## config.mk

```make
export PLATFORM = sky130hd
export DESIGN_NAME = wb_write_queue
export DESIGN_NICKNAME = d
export VERILOG_FILES = /design/src/rtl/wb_write_queue.sv
export SDC_FILE = /design/constraint.sdc
export NUM_CORES = 1
export LEC_CHECK = 0
export ABC_AREA = 1
export CELL_PAD_IN_SITES_DETAIL_PLACEMENT = 1
export CELL_PAD_IN_SITES_GLOBAL_PLACEMENT = 1
export CORE_UTILIZATION = 46
export DETAILED_ROUTE_END_ITERATION = 12
export HOLD_SLACK_MARGIN = 0.03
export PLACE_DENSITY_LB_ADDON = 0.1
export SYNTH_ARGS = -nofsm -noshare
export SYNTH_HDL_FRONTEND = slang
export SYNTH_SLANG_ARGS = --single-unit
```

## constraint.sdc

```tcl
create_clock -name clk -period 7.69 [get_ports clk]
set_clock_uncertainty 0.15 [all_clocks]
set_input_delay 1.538 -clock clk [delete_from_list [all_inputs] [get_ports clk]]
set_output_delay 1.538 -clock clk [all_outputs]
set_load 0.02 [all_outputs]
```

## src/rtl/wb_write_queue.sv

```systemverilog
// wb_write_queue: register-file write arbiter for a primary (W-stage) write
// port and a secondary (multi-cycle unit) port. Secondary writes are held in
// a 4-entry FIFO and issued in cycles where the primary has nothing to write.
// A queued entry leaves the FIFO on the same edge that loads it into the grf
// registers, so busy1/busy2 only see writes that are still waiting.
//
// Ports:
//   clk, reset              rising-edge clock, asynchronous active-high reset
//   p_valid/p_a3/p_wd/p_pc  primary write request (never back-pressured)
//   s_valid/s_ready         secondary handshake; s_ready = (count < 4)
//   s_a3/s_wd/s_pc          secondary write payload
//   q_a1/q_a2, busy1/busy2  scoreboard query: register has a queued write
//   grf_en/a3/wd/pc         registered register-file write (values hold when idle)
//   count                   FIFO occupancy, 0..4
//
// Optional build macro: WBQ_DISPLAY_EN prints a trace line for every
// register-file write; the logic is identical with or without it.
module wb_write_queue (
    input  logic        clk,
    input  logic        reset,
    input  logic        p_valid,
    input  logic [4:0]  p_a3,
    input  logic [31:0] p_wd,
    input  logic [31:0] p_pc,
    input  logic        s_valid,
    output logic        s_ready,
    input  logic [4:0]  s_a3,
    input  logic [31:0] s_wd,
    input  logic [31:0] s_pc,
    input  logic [4:0]  q_a1,
    input  logic [4:0]  q_a2,
    output logic        busy1,
    output logic        busy2,
    output logic        grf_en,
    output logic [4:0]  grf_a3,
    output logic [31:0] grf_wd,
    output logic [31:0] grf_pc,
    output logic [2:0]  count
);

    localparam int unsigned DEPTH = 4;
    localparam int unsigned AW    = 5;
    localparam int unsigned DW    = 32;
    localparam logic [2:0]  FULL  = 3'(DEPTH);

    // FIFO storage; only the valid bits need reset
    logic [AW-1:0]    ent_a3_q [DEPTH];
    logic [DW-1:0]    ent_wd_q [DEPTH];
    logic [DW-1:0]    ent_pc_q [DEPTH];
    logic [DEPTH-1:0] ent_vld_q;
    logic [1:0]       wr_ptr_q, rd_ptr_q;
    logic [2:0]       count_q, count_d;

    logic             grf_en_q;
    logic [AW-1:0]    grf_a3_q;
    logic [DW-1:0]    grf_wd_q;
    logic [DW-1:0]    grf_pc_q;

    logic p_issue, push, pop;

    // Arbitration: primary wins; zero destinations are dropped (but still handshaken)
    always_comb begin
        p_issue = p_valid && (p_a3 != '0);
        s_ready = (count_q < FULL);
        push    = s_valid && s_ready && (s_a3 != '0);
        pop     = !p_issue && (count_q != '0);
        count_d = count_q;
        if (push && !pop) begin
            count_d = count_q + 3'd1;
        end else if (pop && !push) begin
            count_d = count_q - 3'd1;
        end
    end

    // Scoreboard lookup over entries still waiting in the FIFO
    always_comb begin
        busy1 = 1'b0;
        busy2 = 1'b0;
        for (int i = 0; i < int'(DEPTH); i++) begin
            if (ent_vld_q[i] && (q_a1 != '0) && (ent_a3_q[i] == q_a1)) busy1 = 1'b1;
            if (ent_vld_q[i] && (q_a2 != '0) && (ent_a3_q[i] == q_a2)) busy2 = 1'b1;
        end
    end

    // Control state and registered write port
    always_ff @(posedge clk or posedge reset) begin
        if (reset) begin
            ent_vld_q <= '0;
            wr_ptr_q  <= '0;
            rd_ptr_q  <= '0;
            count_q   <= '0;
            grf_en_q  <= 1'b0;
            grf_a3_q  <= '0;
            grf_wd_q  <= '0;
            grf_pc_q  <= '0;
        end else begin
            count_q  <= count_d;
            grf_en_q <= p_issue || pop;
            if (p_issue) begin
                grf_a3_q <= p_a3;
                grf_wd_q <= p_wd;
                grf_pc_q <= p_pc;
            end else if (pop) begin
                grf_a3_q <= ent_a3_q[rd_ptr_q];
                grf_wd_q <= ent_wd_q[rd_ptr_q];
                grf_pc_q <= ent_pc_q[rd_ptr_q];
            end
            // push and pop never target the same slot: push needs count<4, pop count>0
            if (pop) begin
                ent_vld_q[rd_ptr_q] <= 1'b0;
                rd_ptr_q            <= rd_ptr_q + 2'd1;
            end
            if (push) begin
                ent_vld_q[wr_ptr_q] <= 1'b1;
                wr_ptr_q            <= wr_ptr_q + 2'd1;
            end
        end
    end

    // FIFO payload write
    always_ff @(posedge clk) begin
        if (push) begin
            ent_a3_q[wr_ptr_q] <= s_a3;
            ent_wd_q[wr_ptr_q] <= s_wd;
            ent_pc_q[wr_ptr_q] <= s_pc;
        end
    end

    assign grf_en = grf_en_q;
    assign grf_a3 = grf_a3_q;
    assign grf_wd = grf_wd_q;
    assign grf_pc = grf_pc_q;
    assign count  = count_q;

`ifdef WBQ_DISPLAY_EN
    // Write trace
    always @(posedge clk) begin
        if (grf_en_q) begin
            $display("%d@%h: $%d <= %h", $time, grf_pc_q, grf_a3_q, grf_wd_q);
        end
    end
`else
`endif

endmodule

```

Word-level counts from Yosys, hierarchy flattened --
Memories as Yosys holds them, arrays and structs flattened. Cells that the tools add are included. W data, S select, Z words.
Cells by class: $add $sub $neg 4, order comparisons 5, equality and inequality tests 8, multiplexer cells 24, bitwise logic cells 3, reduce and logical (&&, ||, !) cells 35
Operators with widths (count):
- $mux W32 | 4
- $eq A5 B5 Y1 | 8
- $logic_and A1 B1 Y1 | 24
- $reduce_bool A5 Y1 | 4
- $mux W1 | 12
- $mux W5 | 2
- $mux W4 | 2
- $lt A2 B3 Y1 const B | 2
- $mux W3 | 2
- $add A2 B1 Y2 const B | 2
- $and A4 B4 Y4 | 1
- $demux W1 S2 | 2
- $ge A2 B1 Y1 const B | 2
- $not A4 Y4 | 1
- $or A4 B4 Y4 | 1
- $reduce_bool A2 Y1 | 2
- $add A3 B1 Y3 const B | 1
- $logic_not A1 Y1 | 3
- $lt A3 B3 Y1 const B | 1
- $reduce_bool A3 Y1 | 1
- $sub A3 B1 Y3 const B | 1
- $logic_or A1 B1 Y1 | 1
Word-level totals: register bits after elaboration 81, memory bits (writable) 276, memories kept 3
Memories:
- ent_pc_q | depth 4, bits a word 32, read ports 1, clocked after memory_dff 0, wr ports 1, RTL line 49 | logic [DW-1:0] ent_pc_q [DEPTH];
- ent_wd_q | depth 4, bits a word 32, read ports 1, clocked after memory_dff 0, wr ports 1, RTL line 48 | logic [DW-1:0] ent_wd_q [DEPTH];
- ent_a3_q | depth 4, bits a word 5, read ports 5, clocked after memory_dff 0, wr ports 1, RTL line 47 | logic [AW-1:0] ent_a3_q [DEPTH];

Longest topological paths before layout --
Gate-level depths: netlist (run 1).
depth after elaboration 9, gate-level depth with buffers 11, mapped depth without buffers 11

Least setup slack after synthesis (run 1) --
No wires, ideal clock.
path type input to register, start point input s_a3[3], end point memory ent_a3_q[0][0], enable pin, library setup time 0.497 ns, arrival time 4.708 ns, required time 7.043 ns, path slack 2.335 ns, stages on the path 4, buffers on the path 0, cell sequence nor3_1 > nand2_1 > nand3_2 > nor2_1
On the way: cells in the longest elaborated chain, start to end 4
RTL lines:
- from (decl) | RTL line 27 | input logic [4:0] s_a3,
- $reduce_bool A5 Y1 | RTL line 65 | push = s_valid && s_ready && (s_a3 != '0);
- $logic_and A1 B1 Y1 | RTL line 65
- $mux W1 | RTL line 122 | if (push) begin
- $mux W1 (not written as such) | RTL line 123 | ent_a3_q[wr_ptr_q] <= s_a3;
- to (decl) | RTL line 47
No other way between the ends.

Final worst setup path (run 1) --
start point input q_a2[4], end point output busy2
On the way: cells in the longest elaborated chain, start to end 7, elaborated cells on any way between the ends 17, classes of those cells 4 x eq/ne; 4 x mux; 9 x reduce/logical
RTL lines:
- from (decl) | RTL line 31 | input logic [4:0] q_a2,
- $reduce_bool A5 Y1 | RTL line 81 | if (ent_vld_q[i] && (q_a2 != '0) && (ent_a3_q[i] == q_a2)) busy2 = 1'b1;
- $logic_and A1 B1 Y1 (2 in series) | RTL line 81
- $mux W1 (3 in series) | RTL line 81
- $mux W1 * | RTL line 81
- to (decl) | RTL line 33 | output logic busy2,
Mark *: on every way between the ends. The rest lies on a longest branch, timed or not.

==> impl_results.md, run 1 <==
- Status: finished clean
- Fin. max-slew vios: 0
- CTS max path bufs: 3
- Hold Vio Cnt, Final: 0
- Layout Nets: 1,676
- Setup TNS: 0 ps
- Synth-to-Final Area Change: 25.0%
- Synthesized area: 14,600 um2
- GRT Total Usage: 0.252
- Max transition margin: 0.216
- WP data required: 6000 ps
- Period Utilization, post-route: 0.668
- Worst Reg-to-Reg Cells: 6
- Top Ports: 228
- Actual slew at the worst max-slew pin: 1180 ps
- Gr ovfl total: 0
- Worst setup path class: in -> out
- Vias in the first global route: 11.4k
- Asr flop ratio synth: 0.227
- Row count: 64
- Area leader, netlist: edfxtp_1
- R2R Setup Slk: 4530 ps
- Core area: 31,000 um2
- Die Span Y: 180 um
- CTS tree: built
- IO Port Bufs: 227
- Clock sinks: 357
- Resize count post-CTS: 0
- Hold/Removal Path Class: reg -> reg
- First-pass GRT wire length: 63,600 um
- Die width: 180 um
- Final ANT Viol Nets: 0
- Crit path DAT: 3450 ps
- Die area: 32,500 um2
- Register bit total from synthesis: 357
- Area contributors post-synth: edfxtp_1 (57%), dfrtp_1 (14%), nand2_1 (8.6%)
- GPL Wtd Cong: 0.851
- Synth top cells by count: nand2_1 (335), edfxtp_1 (276), nor2_1 (174), o21ai_0 (100), dfrtp_1 (81)
- YS warnings: 0
- Residual DRC: 0
- Pwr/cell area: 360 nW/um2
- Avg WL per Cell: 20.8 um
- Max Fclk: 195 MHz
- Synth Net Count: 1,464
- Primary FF master, synth: edfxtp_1
- Crit path capture: busy2
- Post-CTS Setup Repair Bufs: 0
- RSZ-0062 raised after global routing: no
- Maximum VDD drop: 0.000244 V
- Sequential element share of the synthesized area: 0.705
- CP max FO: 6
- Layout cell share with drive strength beyond 1: 0.0636
- Setup violators final: 0
- DR vias: 10.6k
- First DRT Iteration DRCs: 621
- Syn_area_per_cell: 11.2 um2
- Most frequent cell after synthesis: nand2_1
- Final min period: 5140 ps
- Initial antenna violation count: 7
- Worst setup EP type: output pin
- Dpl hpwl: 24,600 um
- Distinct cells, synth: 27
- Final design utilization: 0.591
- CTS root buf: clkbuf_16
- Max_cap viols: 0
- Setup crit start: q_a2[4]
- Cells after Synth: 1,302
- Vias per Instance: 5.46
- CP Launch Type: input pin
- Cts hold-fix bufs: 0
- H-tree Lvls: 2
- Final WL: 40,400 um
- RR Startpoint: rd_ptr_q[0]$_DFFE_PP0N_
- CTS buffer count: 38
- Leak: 6.88 nW
- Largest net degree at the start of global routing: 108
- Worst-skew pair later-pin latency: 520 ps
- Post-synth EDFFs: 276
- First drt pass iteration count: 5
- Top-area cell type share of the netlist area: 0.566
- CTS clk-pin slew, worst paths: 60 ps
- Reg-to-reg endpoint: grf_wd[25]$_DFFE_PP0P_
- Initial Utilization: 0.472
==> kinds of logic (layout without fill, tap and decap cells) <==
group / after synthesis / count (layout) / share of synthesized area
and+or+nand+nor: 595 / 595 / 0.161
AOI/OAI and AO/OA: 222 / 222 / 0.0826
adders and majority gates: 10 / 10 / 0.00906
DFF: 357 / 357 / 0.705
buffers and inverters: 113 / 353 / 0.0398
muxes: 1 / 1 / 0.000769
xor gates and xnor gates: 4 / 4 / 0.00239
other: 0 / 4 / 0
==> final cells by class <==
cell class / instances / area [um2]
Fill cell: 3248 / 12700
Sequential cell: 357 / 10300
Multi-Input combinational cell: 832 / 3770
Timing Repair Buffer: 239 / 2360
Clock buffer: 59 / 1110
Tap cell: 396 / 495
Inverter: 46 / 178
Clock inverter: 9 / 58.8
Antenna cell: 4 / 10.0
==> metal layers <==
layer / part of all wire / up-vias / global-route usage / routed length (um)
li1: - / 4930 / - / -
met1: 0.41 / 5286 / 0.315 / 16700
met2: 0.51 / 314 / 0.450 / 20700
met3: 0.055 / 65 / 0.0455 / 2240
met4: 0.020 / 6 / 0.0704 / 790
met5: 0.0011 / - / 0 / 45
==> state kept, by name, summed over array words and instances (netlist names) <==
name       cells
ent_pc_q     128
ent_wd_q     128
grf_pc        32
grf_wd        32
ent_a3_q      20
grf_a3         5
ent_vld_q      4
count          3
rd_ptr_q       2
wr_ptr_q       2
grf_en         1
==> worst min-delay path by stage <==
| stage | from | endpoint | slack (ps) | depth (start not counted) |
|---|---|---|---|---|
| 2_1_floorplan | ent_vld_q[0]$_DFF_PP0_ | ent_vld_q[0]$_DFF_PP0_ | 330 | 2 |
| 5_1_grt | grf_pc[3]$_DFFE_PP0P_ | grf_pc[3]$_DFFE_PP0P_ | 370 | 2 |
| 3_3_place_gp | grf_a3[4]$_DFFE_PP0P_ | grf_a3[4]$_DFFE_PP0P_ | 320 | 2 |
| 3_5_place_dp | grf_pc[28]$_DFFE_PP0P_ | grf_pc[28]$_DFFE_PP0P_ | 330 | 2 |
| 6_report | grf_wd[18]$_DFFE_PP0P_ | grf_wd[18]$_DFFE_PP0P_ | 350 | 2 |
| 4_1_cts | grf_pc[28]$_DFFE_PP0P_ | grf_pc[28]$_DFFE_PP0P_ | 350 | 2 |
==> where the power goes <==
part           internal, mW  switching [mW]  leakage [nW]
combinational         0.775            1.38          2.82
sequential             2.50           0.231          3.48
clock                 0.994           0.719         0.578
==> per-stage QoR <==
step / instances / power (mW) / hold WS [ps] / cell area [um2] / setup slack, ps
5_1_grt: 1941 / 6.94 / 371 / 18300 / 2440
3_3_place_gp: 1870 / 4.83 / 317 / 17100 / 2570
6_report: 1942 / 6.60 / 346 / 18300 / 2550
2_1_floorplan: 1302 / 4.06 / 329 / 14600 / 2340
4_1_cts: 1938 / 6.66 / 349 / 18300 / 2550
3_5_place_dp: 1870 / 4.92 / 334 / 17100 / 2550
==> critical path, cell delays in order <==
cell and delay, ps:
clkdlybuf4s50_1 640, inv_2 90, nand2_1 70, nand2_1 50, nor2_1 100, nand3_1 80
nand2_1 80, nor2_1 40, nor2_1 130, clkdlybuf4s50_1 630
==> cells in the final DEF, fill, tap and decap left out, drive strengths merged <==
cell type and instances:
o22ai 64, a21oi 10, ha 9, xor2 3
clkbuf 59, nor2 175, dfrtp 81, buf 12
nand2 337, xnor2 1, o211ai 1, diode 4
clkinv 8, o21ai 147, nand3 80, edfxtp 276
inv 47, nor3 3, mux2 1, clkdlybuf4s50 227
fa 1
Note: power is estimated with default switching activity, not from simulation.
==> run 2, diff against run 1 <==
Settings changed: CORE_UTILIZATION 46 to 43.
Clock period 7.69 ns to 5.3 ns, I/O delays scaled along.
==> run 2 against run 1 <==
Combinational power is 45% higher; sequential power is 44% higher; count of clock-buffer cells in the layout is 3 lower; critical path depth stayed put; die area is 6.9% higher; total power is 45% higher; core utilization is 3.9 points lower; worst hold slack worse by 8.0 ps; final area is 1.1% higher; sequential share of layout area is 0.60 points lower; largest power group unchanged; highest routed layer unchanged.
==> impl_results.md, run 2 (synthesis results as in run 1) <==
- IO Port Bufs: 227
- Buf+Inv Stages, Crit Path: 3
- Sequential share of power: 0.410
- Initial antenna violation count: 7
- Vias per Instance: 5.25
- Setup violators final: 0
- Avg WL per Cell: 19.7 um
- Layout cell share with drive strength beyond 1: 0.0658
- CP max FO: 6
- First DRT Iteration DRCs: 513
- Post-CTS Setup Repair Bufs: 0
- CP Launch Type: input pin
- Status: finished clean
- Cell internal pwr: 6.23 mW
- Max transition margin: 0.227
- Vias in the first global route: 11.3k
- Maximum VDD drop: 0.000287 V
- Max_cap viols: 0
- Dpl hpwl: 24,500 um
- Top flop regs: ent_pc_q x128, ent_wd_q x128
- Final min period: 4200 ps
- Crit path DAT: 2990 ps
- H-tree Lvls: 2
- Psw: 3.36 mW
- Actual slew at the worst max-slew pin: 1160 ps
- CTS root buf: clkbuf_16
- Worst setup EP type: output pin
- Layout Nets: 1,681
- WP data required: 4090 ps
- Commonest cells after routing, fill and taps aside: nand2_1 (335), edfxtp_1 (276), clkdlybuf4s50_1 (227)
- CP Cell Sequence: clkdlybuf4s50_1 -> inv_2 -> nand2_1 -> nand2_1 -> nor2_1 -> nand3_1 -> nand2_1 -> nor2_1 -> nor2_1 -> clkdlybuf4s50_1
- Register Area: 10,300 um2
- Top Ports: 228
- Clock Power Share: 0.262
- Cts hold-fix bufs: 0
- First-pass GRT wire length: 62,500 um
- Die width: 187 um
- First drt pass iteration count: 5
- GPL Wtd Cong: 0.852
- Cell family with most CP delay: buffers and inverters
- Die Span Y: 187 um
- Die area: 34,800 um2
- Clock sinks: 357
- CTS clk-pin slew, worst paths: 60 ps
- Synth-to-Final Area Change: 26.4%
- Period Utilization, post-route: 0.792
- Setup TNS: 0 ps
- Worst-skew pair later-pin latency: 520 ps
- Residual DRC: 0
- Gr ovfl total: 0
- Slowest-stage cell, CP: clkdlybuf4s50_1
- Final WL: 39,300 um
- Worst setup path class: in -> out
- Net Sw Frac: 0.350
- Leak: 6.94 nW
- Gate power share: 0.327
- Pwr/cell area: 518 nW/um2
- Row count: 67
- Fin. max-slew vios: 0
- CTS buffer count: 39
- Hold/Removal Path Class: reg -> reg
- Fillcell total: 3,551
- Critical Path Max Stage Delay: 630 ps
- Final ANT Viol Nets: 0
- DR vias: 10.5k
- Most common cell after layout, fill and taps aside: nand2_1
- Initial Utilization: 0.437
- CTS tree: built
- Resize count post-CTS: 0
- Hold Vio Cnt, Final: 0
- RSZ-0062 raised after global routing: no
- GRT Total Usage: 0.228
- Multi-input gate area: 3770 um2
- Final design utilization: 0.552
- CTS max path bufs: 3
- Largest net degree at the start of global routing: 107
- Core area: 33,500 um2
- Max Fclk: 238 MHz
run 2: final timing paths:
kind | start | endpoint | slack (ps) | cells past startpoint
max | q_a2[4] | busy2 | 1100 | 10
min | grf_a3[4]$_DFFE_PP0P_ | grf_a3[4]$_DFFE_PP0P_ | 340 | 2
max reg2reg | rd_ptr_q[0]$_DFFE_PP0N_ | grf_a3[0]$_DFFE_PP0P_ | 2300 | 7
min reg2reg | grf_a3[4]$_DFFE_PP0P_ | grf_a3[4]$_DFFE_PP0P_ | 340 | 2
max in group asynchronous | reset | grf_wd[26]$_DFFE_PP0P_ | 3180 | 3
min in group asynchronous | reset | grf_pc[20]$_DFFE_PP0P_ | 920 | 2
run 2: cell type report:
type	count	share of cell area
Sequential cell	357	0.558
Multi-Input combinational cell	832	0.204
Timing Repair Buffer	243	0.133
Clock buffer	56	0.0600
Tap cell	448	0.0303
Inverter	46	0.00960
Clock inverter	15	0.00500
Antenna cell	1	0.000135
run 2: power by group through the flow:
stage                     clock network [mW]  registers, mW  logic, mW
after floorplan                            0           4.21       1.68
after global placement                     0           3.97       3.10
after CTS                               2.58           3.94       3.20
after detailed placement                   0           3.99       3.17
after global routing                    2.68           4.00       3.47
final                                   2.52           3.93       3.14
run 2: worst reg2reg max path: stages, from the launching register on:
cell and delay, ps:
dfrtp_4 730, inv_4 940, buf_4 600, a21oi_1 120
o21ai_1 100, nand2_1 80, nand2_1 70, o211ai_1 80
run 2: stage by stage:
step	std cells	power, mW	hold slack (ps)	area (um2)	worst slack [ps]
2_1_floorplan	1302	5.89	329	14600	423
3_3_place_gp	1926	7.07	316	17300	1170
3_5_place_dp	1926	7.16	323	17300	1120
4_1_cts	1997	9.72	336	18500	1110
5_1_grt	1998	10.1	360	18500	942
6_report	1998	9.59	338	18500	1100
run 2: per-layer routing:
metal	global-route usage	wire length, um	vias up
li1	-	-	4943
met3	0.0497	2160	61
met1	0.293	17000	5236
met5	0	69	-
met4	0.0555	693	10
met2	0.395	19400	248
==> run 3, diff against run 2 <==
Settings changed: CORE_UTILIZATION 43 to 38.
Clock period 5.3 ns to 3.6 ns, I/O delays scaled along.
==> run 3 against run 2 <==
Die area increased by 13%; flip-flop and latch count unchanged; clock power increased by 65%; count of clock-buffer cells in the layout decreased by 9; via count decreased by 0.30%; worst hold slack improved by 5.9 ps; sequential share of layout area decreased by 0.94 points; combinational power increased by 50%; critical path depth unchanged; critical endpoint unchanged.
==> impl_results.md, run 3 (synthesis results as in run 1) <==
- Status: finished clean
- Top flop regs: ent_pc_q x128, ent_wd_q x128
- Initial Utilization: 0.388
- Residual DRC: 0
- Final design utilization: 0.499
- Crit path DAT: 2590 ps
- Worst Hold End: grf_pc[30]$_DFFE_PP0P_
- Area after DPL: 17,400 um2
- Buf+Inv Stages, Crit Path: 3
- Resize count post-CTS: 0
- CTS root buf: clkbuf_16
- IO Port Bufs: 227
- Worst-skew pair later-pin latency: 510 ps
- Final min period: 3460 ps
- Dpl hpwl: 24,600 um
- Die Span Y: 198 um
- R2R Setup Slk: 1250 ps
- WP data required: 2730 ps
- Max_cap viols: 0
- Post-CTS Setup Repair Bufs: 0
- Avg WL per Cell: 19.0 um
- Max transition margin: 0.389
- CTS clk-pin slew, worst paths: 60 ps
- H-tree Lvls: 2
- Fillcell total: 4,028
- First-pass GRT wire length: 61,500 um
- Slowest-stage cell, CP: clkdlybuf4s50_1
- Die area: 39,300 um2
- Worst Reg-to-Reg Cells: 6
- CP max FO: 6
- Clock sinks: 357
- Final WL: 39,400 um
- DR vias: 10.5k
- Tot Pwr: 14.6 mW
- Most common cell after layout, fill and taps aside: nand2_1
- Commonest cells after routing, fill and taps aside: nand2_1 (335), edfxtp_1 (276), clkdlybuf4s50_1 (225)
- Worst setup path class: in -> out
- Vias per Instance: 5.06
- Hold/Removal Path Class: reg -> reg
- Synth-to-Final Area Change: 28.6%
- GRT Total Usage: 0.204
- Fin cells: 2,068
- Critical Path Max Stage Delay: 620 ps
- Cts hold-fix bufs: 0
- CP Launch Type: input pin
- Gr ovfl total: 0
- First drt pass iteration count: 4
- Die width: 198 um
- Min-delay src: grf_pc[30]$_DFFE_PP0P_
- CTS max path bufs: 3
- Dpl cells: 1,995
- Hold Vio Cnt, Final: 0
- Largest net degree at the start of global routing: 73
- First DRT Iteration DRCs: 482
- Worst setup EP type: output pin
- Pwr/cell area: 778 nW/um2
- Final ANT Viol Nets: 0
- RSZ-0062 raised after global routing: no
- Top Ports: 228
- Reg-to-reg endpoint: grf_wd[9]$_DFFE_PP0P_
- Actual slew at the worst max-slew pin: 917 ps
- Cell family with most CP delay: buffers and inverters
- Max Fclk: 289 MHz
- Fin area: 18,800 um2
- Row count: 71
- Core area: 37,800 um2
- Maximum VDD drop: 0.000484 V
- Setup violators final: 0
- Initial antenna violation count: 6
- CP Cell Sequence: clkdlybuf4s50_1 -> inv_2 -> nand2_1 -> nand2_1 -> nor2_1 -> nand3_1 -> nand2_1 -> nor2_1 -> nor2_1 -> clkdlybuf4s50_1
- CTS tree: built
- Vias in the first global route: 11.1k
- CTS buffer count: 39
- Period Utilization, post-route: 0.960
- RR Startpoint: rd_ptr_q[0]$_DFFE_PP0N_
- Layout Nets: 1,687
- GPL Wtd Cong: 0.827
- Layout cell share with drive strength beyond 1: 0.0752
- WHS Path Cells: 2
- Leak: 7.06 nW
- Fin. max-slew vios: 0
[run 3: worst max-delay path by stage]
stage          startpoint                       end  slack (ps)  cells past startpoint
5_1_grt           q_a2[3]                     busy2          40                     10
2_1_floorplan     s_a3[3]  ent_a3_q[0][0]$_DFFE_PP_        -940                      4
6_report          q_a2[2]                     busy2         140                     10
4_1_cts           q_a2[4]                     busy2         120                     10
3_5_place_dp      q_a2[4]                     busy2         130                     10
3_3_place_gp      q_a2[4]                     busy2         150                     10
[run 3: cell type report]
| type | count | area (um2) | share of cell area |
|---|---|---|---|
| inverter | 46 | 178 | 0.00944 |
| tap | 511 | 639 | 0.0340 |
| clock inverter | 24 | 287 | 0.0152 |
| antenna | 2 | 5.00 | 0.000266 |
| timing repair buffer | 249 | 2540 | 0.135 |
| sequential | 357 | 10300 | 0.548 |
| clock buffer | 47 | 1080 | 0.0573 |
| multi-input combinational | 832 | 3770 | 0.200 |
[run 3: through the flow]
| stage | TNS [ps] | worst slack, ps | hold WS, ps |
|---|---|---|---|
| floorplan | -258590 | -937 | 329 |
| global placement | 0 | 155 | 320 |
| detailed placement | 0 | 129 | 333 |
| CTS | 0 | 123 | 349 |
| global route | 0 | 41.5 | 361 |
| finish | 0 | 143 | 344 |
[run 3: where the power goes]
group          switching [mW]  internal (mW)  total (mW)  leakage, nW
Combinational            2.96           1.74        4.70         2.92
Sequential              0.456           5.32        5.78         3.48
Clock                    1.59           2.57        4.16        0.668
Total                    5.00           9.64        14.6         7.06
[run 3: layer usage]
metal / part of all wire / up-vias / track usage / routed length (um)
met5: 0.0013 / - / 0 / 52
met4: 0.017 / 8 / 0.0477 / 687
met3: 0.050 / 52 / 0.0380 / 1960
met2: 0.50 / 214 / 0.359 / 19500
met1: 0.44 / 5241 / 0.260 / 17200
li1: - / 4952 / - / -
[run 3: worst reg2reg max path: cells and delay by family, from the launching register on]
family                 cells  cell delay, ps
flip-flops                 1             710
buffers and inverters      2             890
AO/OA/AOI/OAI              2             310
AND/OR/NAND/NOR            2             230
